`src/rtl/if_id_queue.sv`:
```
`default_nettype none
// ============================================================================
// Module   : if_id_queue
// Brief    : IF->ID instruction queue: small FIFO with valid/ready handshake,
//            back-pressure to fetch and redirect flush with shadow-beat drain.
// Revision : 1.0
// ============================================================================
module if_id_queue #(
    parameter int               DEPTH  = 2,
    parameter int               WIDTH  = 32,
    parameter int               SHADOW = 1,
    parameter logic [WIDTH-1:0] NOP    = 'h13
) (
    input  logic                       clk,
    input  logic                       reset,
    input  logic                       fetch_valid,
    input  logic [WIDTH-1:0]           fetch_pc,
    input  logic [WIDTH-1:0]           fetch_instr,
    output logic                       fetch_ready,
    input  logic                       flush,
    output logic                       id_valid,
    input  logic                       id_ready,
    output logic [WIDTH-1:0]           id_pc,
    output logic [WIDTH-1:0]           id_instr,
    output logic [$clog2(DEPTH):0]     occupancy
);

    localparam int c_addr_w = $clog2(DEPTH);
    localparam int c_sh_w   = (SHADOW > 0) ? $clog2(SHADOW + 1) : 1;
    localparam logic [c_addr_w:0]   c_depth  = (c_addr_w + 1)'(DEPTH);
    localparam logic [c_sh_w-1:0]   c_shadow = c_sh_w'(SHADOW);

    logic [WIDTH-1:0]    r_mem_pc    [DEPTH];
    logic [WIDTH-1:0]    r_mem_instr [DEPTH];
    logic [c_addr_w-1:0] r_wr_ptr;
    logic [c_addr_w-1:0] r_rd_ptr;
    logic [c_addr_w:0]   r_count;
    logic [c_sh_w-1:0]   r_shadow_cnt;

    logic w_nonempty;
    logic w_draining;
    logic w_push;
    logic w_pop;
    logic w_discard;

    assign w_nonempty  = (r_count != '0);
    assign w_draining  = (r_shadow_cnt != '0);
    // No full bypass: a full queue refuses fetch even if decode pops this cycle.
    assign fetch_ready = (r_count < c_depth) | w_draining;
    assign w_push      = fetch_valid & fetch_ready & ~flush & ~w_draining;
    assign w_pop       = w_nonempty & id_ready & ~flush;
    assign w_discard   = fetch_valid & ~flush & w_draining;

    assign id_valid  = w_nonempty;
    assign id_pc     = w_nonempty ? r_mem_pc[r_rd_ptr]    : '0;
    assign id_instr  = w_nonempty ? r_mem_instr[r_rd_ptr] : NOP;
    assign occupancy = r_count;

    // Storage is intentionally not reset; validity is tracked by r_count.
    always_ff @(posedge clk) begin
        if (w_push) begin
            r_mem_pc[r_wr_ptr]    <= fetch_pc;
            r_mem_instr[r_wr_ptr] <= fetch_instr;
        end
    end

    always_ff @(posedge clk or negedge reset) begin
        if (!reset) begin
            r_wr_ptr     <= '0;
            r_rd_ptr     <= '0;
            r_count      <= '0;
            r_shadow_cnt <= '0;
        end else if (flush) begin
            r_wr_ptr     <= '0;
            r_rd_ptr     <= '0;
            r_count      <= '0;
            r_shadow_cnt <= c_shadow;
        end else begin
            if (w_push) begin
                r_wr_ptr <= c_addr_w'(r_wr_ptr + 1'b1);
            end
            if (w_pop) begin
                r_rd_ptr <= c_addr_w'(r_rd_ptr + 1'b1);
            end
            if (w_push && !w_pop) begin
                r_count <= r_count + 1'b1;
            end else if (w_pop && !w_push) begin
                r_count <= r_count - 1'b1;
            end
            // Stale in-flight beats are swallowed one per fetch_valid cycle.
            if (w_discard) begin
                r_shadow_cnt <= r_shadow_cnt - 1'b1;
            end
        end
    end

endmodule
`default_nettype wire

```
`config.mk`:
```
export PLATFORM = sky130hd
export DESIGN_NAME = if_id_queue
export DESIGN_NICKNAME = d
export VERILOG_FILES = /design/src/rtl/if_id_queue.sv
export SDC_FILE = /design/constraint.sdc
export NUM_CORES = 1
export LEC_CHECK = 0
export BUFFER_PORTS_ARGS = -buffer_cell sky130_fd_sc_hd__clkbuf_2
export CORE_MARGIN = 2
export CORE_UTILIZATION = 45
export CTS_CLUSTER_SIZE = 30
export DETAILED_ROUTE_END_ITERATION = 6
export HOLD_SLACK_MARGIN = 0.02
export PLACE_DENSITY = 0.74
export SYNTH_ARGS = -nofsm -noshare
export SYNTH_HDL_FRONTEND = slang
export SYNTH_SLANG_ARGS = --single-unit
```
`constraint.sdc`:
```
create_clock -name clk -period 6.9 [get_ports clk]
set_clock_uncertainty 0.2 [all_clocks]
set_input_delay 1.38 -clock clk [delete_from_list [all_inputs] [get_ports clk]]
set_output_delay 1.38 -clock clk [all_outputs]
set_load 0.03 [all_outputs]
```
==> results by group <==
Outcome
  – Outcome: finished, final reports clean

Critical path
  – Crit end category: output port
  – Crit path DAT: 2.30 ns
  – Worst-path maximum fanout: 47
  – Worst Setup Start Kind: register
  – Setup CP Type: register to output port
  – Cells along the critical path: nor2_4, buf_4, inv_1, nand2_1, clkbuf_2
  – Reg2Reg Launch Point: occupancy[1]
  – Reg2reg path depth: 3
  – Max incr delay on CP: 0.53 ns
  – Critical path's slowest cell: buf_4
  – Worst Path Required: 5.32 ns
  – Reg2reg end: r_mem_pc[1][26]
  – R2R setup slack: around 4.3 ns

Cells and area
  – FF+latch area: 0.00397 sq mm
  – Layout cells sized above 1: 38.5%
  – Inserted Diodes: 0
  – Layout area overhead: 27.4%
  – Fin nets: a little over 500
  – Area of the multi-input gates: 0.00103 sq mm
  – FILL cells: slightly below 900

Synth
  – Syn_nets: 364
  – Area leader, netlist: edfxtp_1
  – Number of flops mapped to enable cells by yosys: 128
  – Asr flop ratio synth: 3.76%
  – Main combinational cell family by area after synthesis: multiplexers
  – Simple-Gate Fraction of Synth Area: 6.09%
  – Multiplexer area fraction after synthesis: 12.6%
  – Cells taking the most area after synthesis: edfxtp_1, mux2i_1, nor2_1
  – Ys flop type: edfxtp_1
  – Compound-Gate Fraction of Synth Area: less than 1%
  – Xor/xnor cell area share of the yosys netlist: 0.344%
  – Synthesis-stage register bit count: 133
  – Post-Syn Instances: 295
  – Synth top cells by count: edfxtp_1, mux2i_1, nor2_1, buf_2
  – Synthesized area: 0.00509 sq mm
  – Adder-cell share of the synthesized area: 0%
  – Count leader, synth: edfxtp_1
  – Count of cell types in the netlist: 22
  – Sequential fraction of the synthesis area: 77.9%
  – Yosys warning count: 0
  – Synthesized area per cell: roughly 17 sq um
  – Synth top area share: between 70% and 80%

Clock tree
  – Root buf cell: clkbuf_16
  – CTS Buffer Depth: 2
  – CTS tree: built
  – CTS sink cnt: 133
  – Total CTS buffers: 17
  – # Post-CTS Setup Buffers: 0
  – H-tree depth: 4
  – PostCTS Resize Cnt: 0
  – Worst-path clk slew: around 0.060 ns
  – Post-CTS Hold Fix Bufs: 0
  – Worst skew pair latency: ~0.40 ns

Power and ir drop
  – Pwr/cell area: 298 mW/mm^2
  – IR drop worst, VDD: 0.000178 V
  – Leak: 2.42 nW

STA
  – Final worst slack: 3.02 ns
  – Tightest Pin Transition: 1.14 ns
  – Relative slew slack: between 20 and 25%
  – Final setup violating endpoints: 0
  – Unrepaired setup endpoints after global routing: false
  – TNS Setup: 0 ns
  – Slew Viols, Final: 0
  – Hold Violations, Final: 0
  – Max Fclk: 0.258 GHz
  – Tmin final: about 3.9 ns
  – Final period util: 56.2%

Placed design
  – Detailed placement HPWL: around 5700 um
  – PortBufs: 136
  – RD Place Congestion: between 0.7 and 0.8
  – Place WS: 3.24 ns

Route
  – DR WL/cell: around 15 um
  – Total Wirelength: 9190 um
  – Vias: approximately 2,900
  – DR pass1 iterations: 4
  – ANT nets after route: 0
  – DRC: 0
  – Initial detailed-routing violation count: 98
  – Via density: 4.87

Global route
  – Vias in the first global route: between 2,000 and 3,000
  – Largest net degree at the start of global routing: 66
  – Total gr overflow: 0
  – First-pass GRT wire length: 14,000 um
  – Initial antenna violation count: 0
  – Total track usage: 15.8%

Floorplanning
  – Die X-Extent: 110 um
  – DIE HEIGHT: around 110 um
  – Core Area: 0.0109 sq mm
  – Initial Util: between 40 and 50%
  – Row cnt: 38
  – Die area: around 0.012 sq mm
  – Top Ports: 137

Hold path
  – HP Class: register to register
  – Hold Path Depth: 1
  – Hold path endpoint: r_shadow_cnt
  – Min-delay src: r_shadow_cnt

Job
  – Max-cap violation count: 0
-- registers in the layout, summed over array words and instances (netlist names) --
name,cells
occupancy,2
r_mem_instr,64
r_wr_ptr,1
r_mem_pc,64
r_rd_ptr,1
r_shadow_cnt,1
-- cell type report --
| type | instances | area share, % |
|---|---|---|
| sequential | 133 | 61.2 |
| multi-input combinational | 146 | 15.9 |
| timing repair buffer | 140 | 11.0 |
| clock buffer | 17 | 6.56 |
| tap | 140 | 2.70 |
| clock inverter | 15 | 2.53 |
| inverter | 3 | 0.174 |
-- worst max-delay path by stage --
stage / startpoint / end / slack, ns
6_report: occupancy[0] / id_instr[1] / 3.02
3_3_place_gp: fetch_valid / r_mem_instr[1][5] / 3.26
4_1_cts: occupancy[0] / id_instr[1] / 2.97
3_5_place_dp: fetch_valid / r_mem_pc[1][5] / 3.24
2_1_floorplan: fetch_valid / r_mem_instr[0][0] / 2.07
5_1_grt: occupancy[0] / id_instr[4] / 2.83
-- placed cells by master, fill, tap and decap left out, types with 2 or more instances in the layout --
cell type and instances:
nor3b_4 2, clkinvlp_4 4, clkbuf_2 136, dfrtp_1 4
nand2_1 4, edfxtp_1 128, nor2_1 63, buf_4 4
inv_1 3, bufinv_16 3, clkinv_1 3, o21ai_0 2
clkbuf_16 17, mux2i_1 64, clkinv_4 2, clkinv_2 3
a21oi_1 2
-- per-layer routing --
layer / share of wire (%) / track usage (%) / vias to the layer above
met3: 5.6 / 5.11 / 13
met1: 41 / 17.1 / 1405
met2: 52 / 27.9 / 86
met4: 1.7 / 7.86 / 0
li1: - / - / 1390
met5: 0 / 0 / -
-- metrics by stage --
| step | power, mW | utilization, % | instance area (sq um) | hold WS [ns] | std cells |
|---|---|---|---|---|---|
| 2_1_floorplan | 1.02 | - | 5100 | 0.335 | 295 |
| 3_3_place_gp | 1.07 | 53.9 | 5900 | 0.364 | 562 |
| 3_5_place_dp | 1.07 | 53.9 | 5900 | 0.381 | 562 |
| 4_1_cts | 1.95 | 59.3 | 6490 | 0.399 | 594 |
| 5_1_grt | 2.00 | 59.3 | 6490 | 0.419 | 594 |
| 6_report | 1.93 | 59.3 | 6490 | 0.405 | 594 |
-- cell families (layout without fill, tap and decap cells) --
kind of cell,Yosys count,count (layout)
AND/OR/NAND/NOR,73,73
AO/OA/AOI/OAI,7,7
flip-flops,133,133
multiplexers,64,64
XOR/XNOR,2,2
buffers and inverters,16,175
-- worst max-delay path: cells and delay by family (launching register included) --
family	cells	cell delay, ns
DFF	1	0.48
and+or+nand+nor	2	0.50
buffers and inverters	3	0.91
-- power by group --
group          switching, mW  internal [mW]  total, mW
clock                  0.316          0.562      0.879
combinational         0.0847         0.0496      0.134
sequential            0.0163          0.902      0.918
total                  0.417           1.51       1.93
No activity file was read; power rests on OpenSTA's default activity.
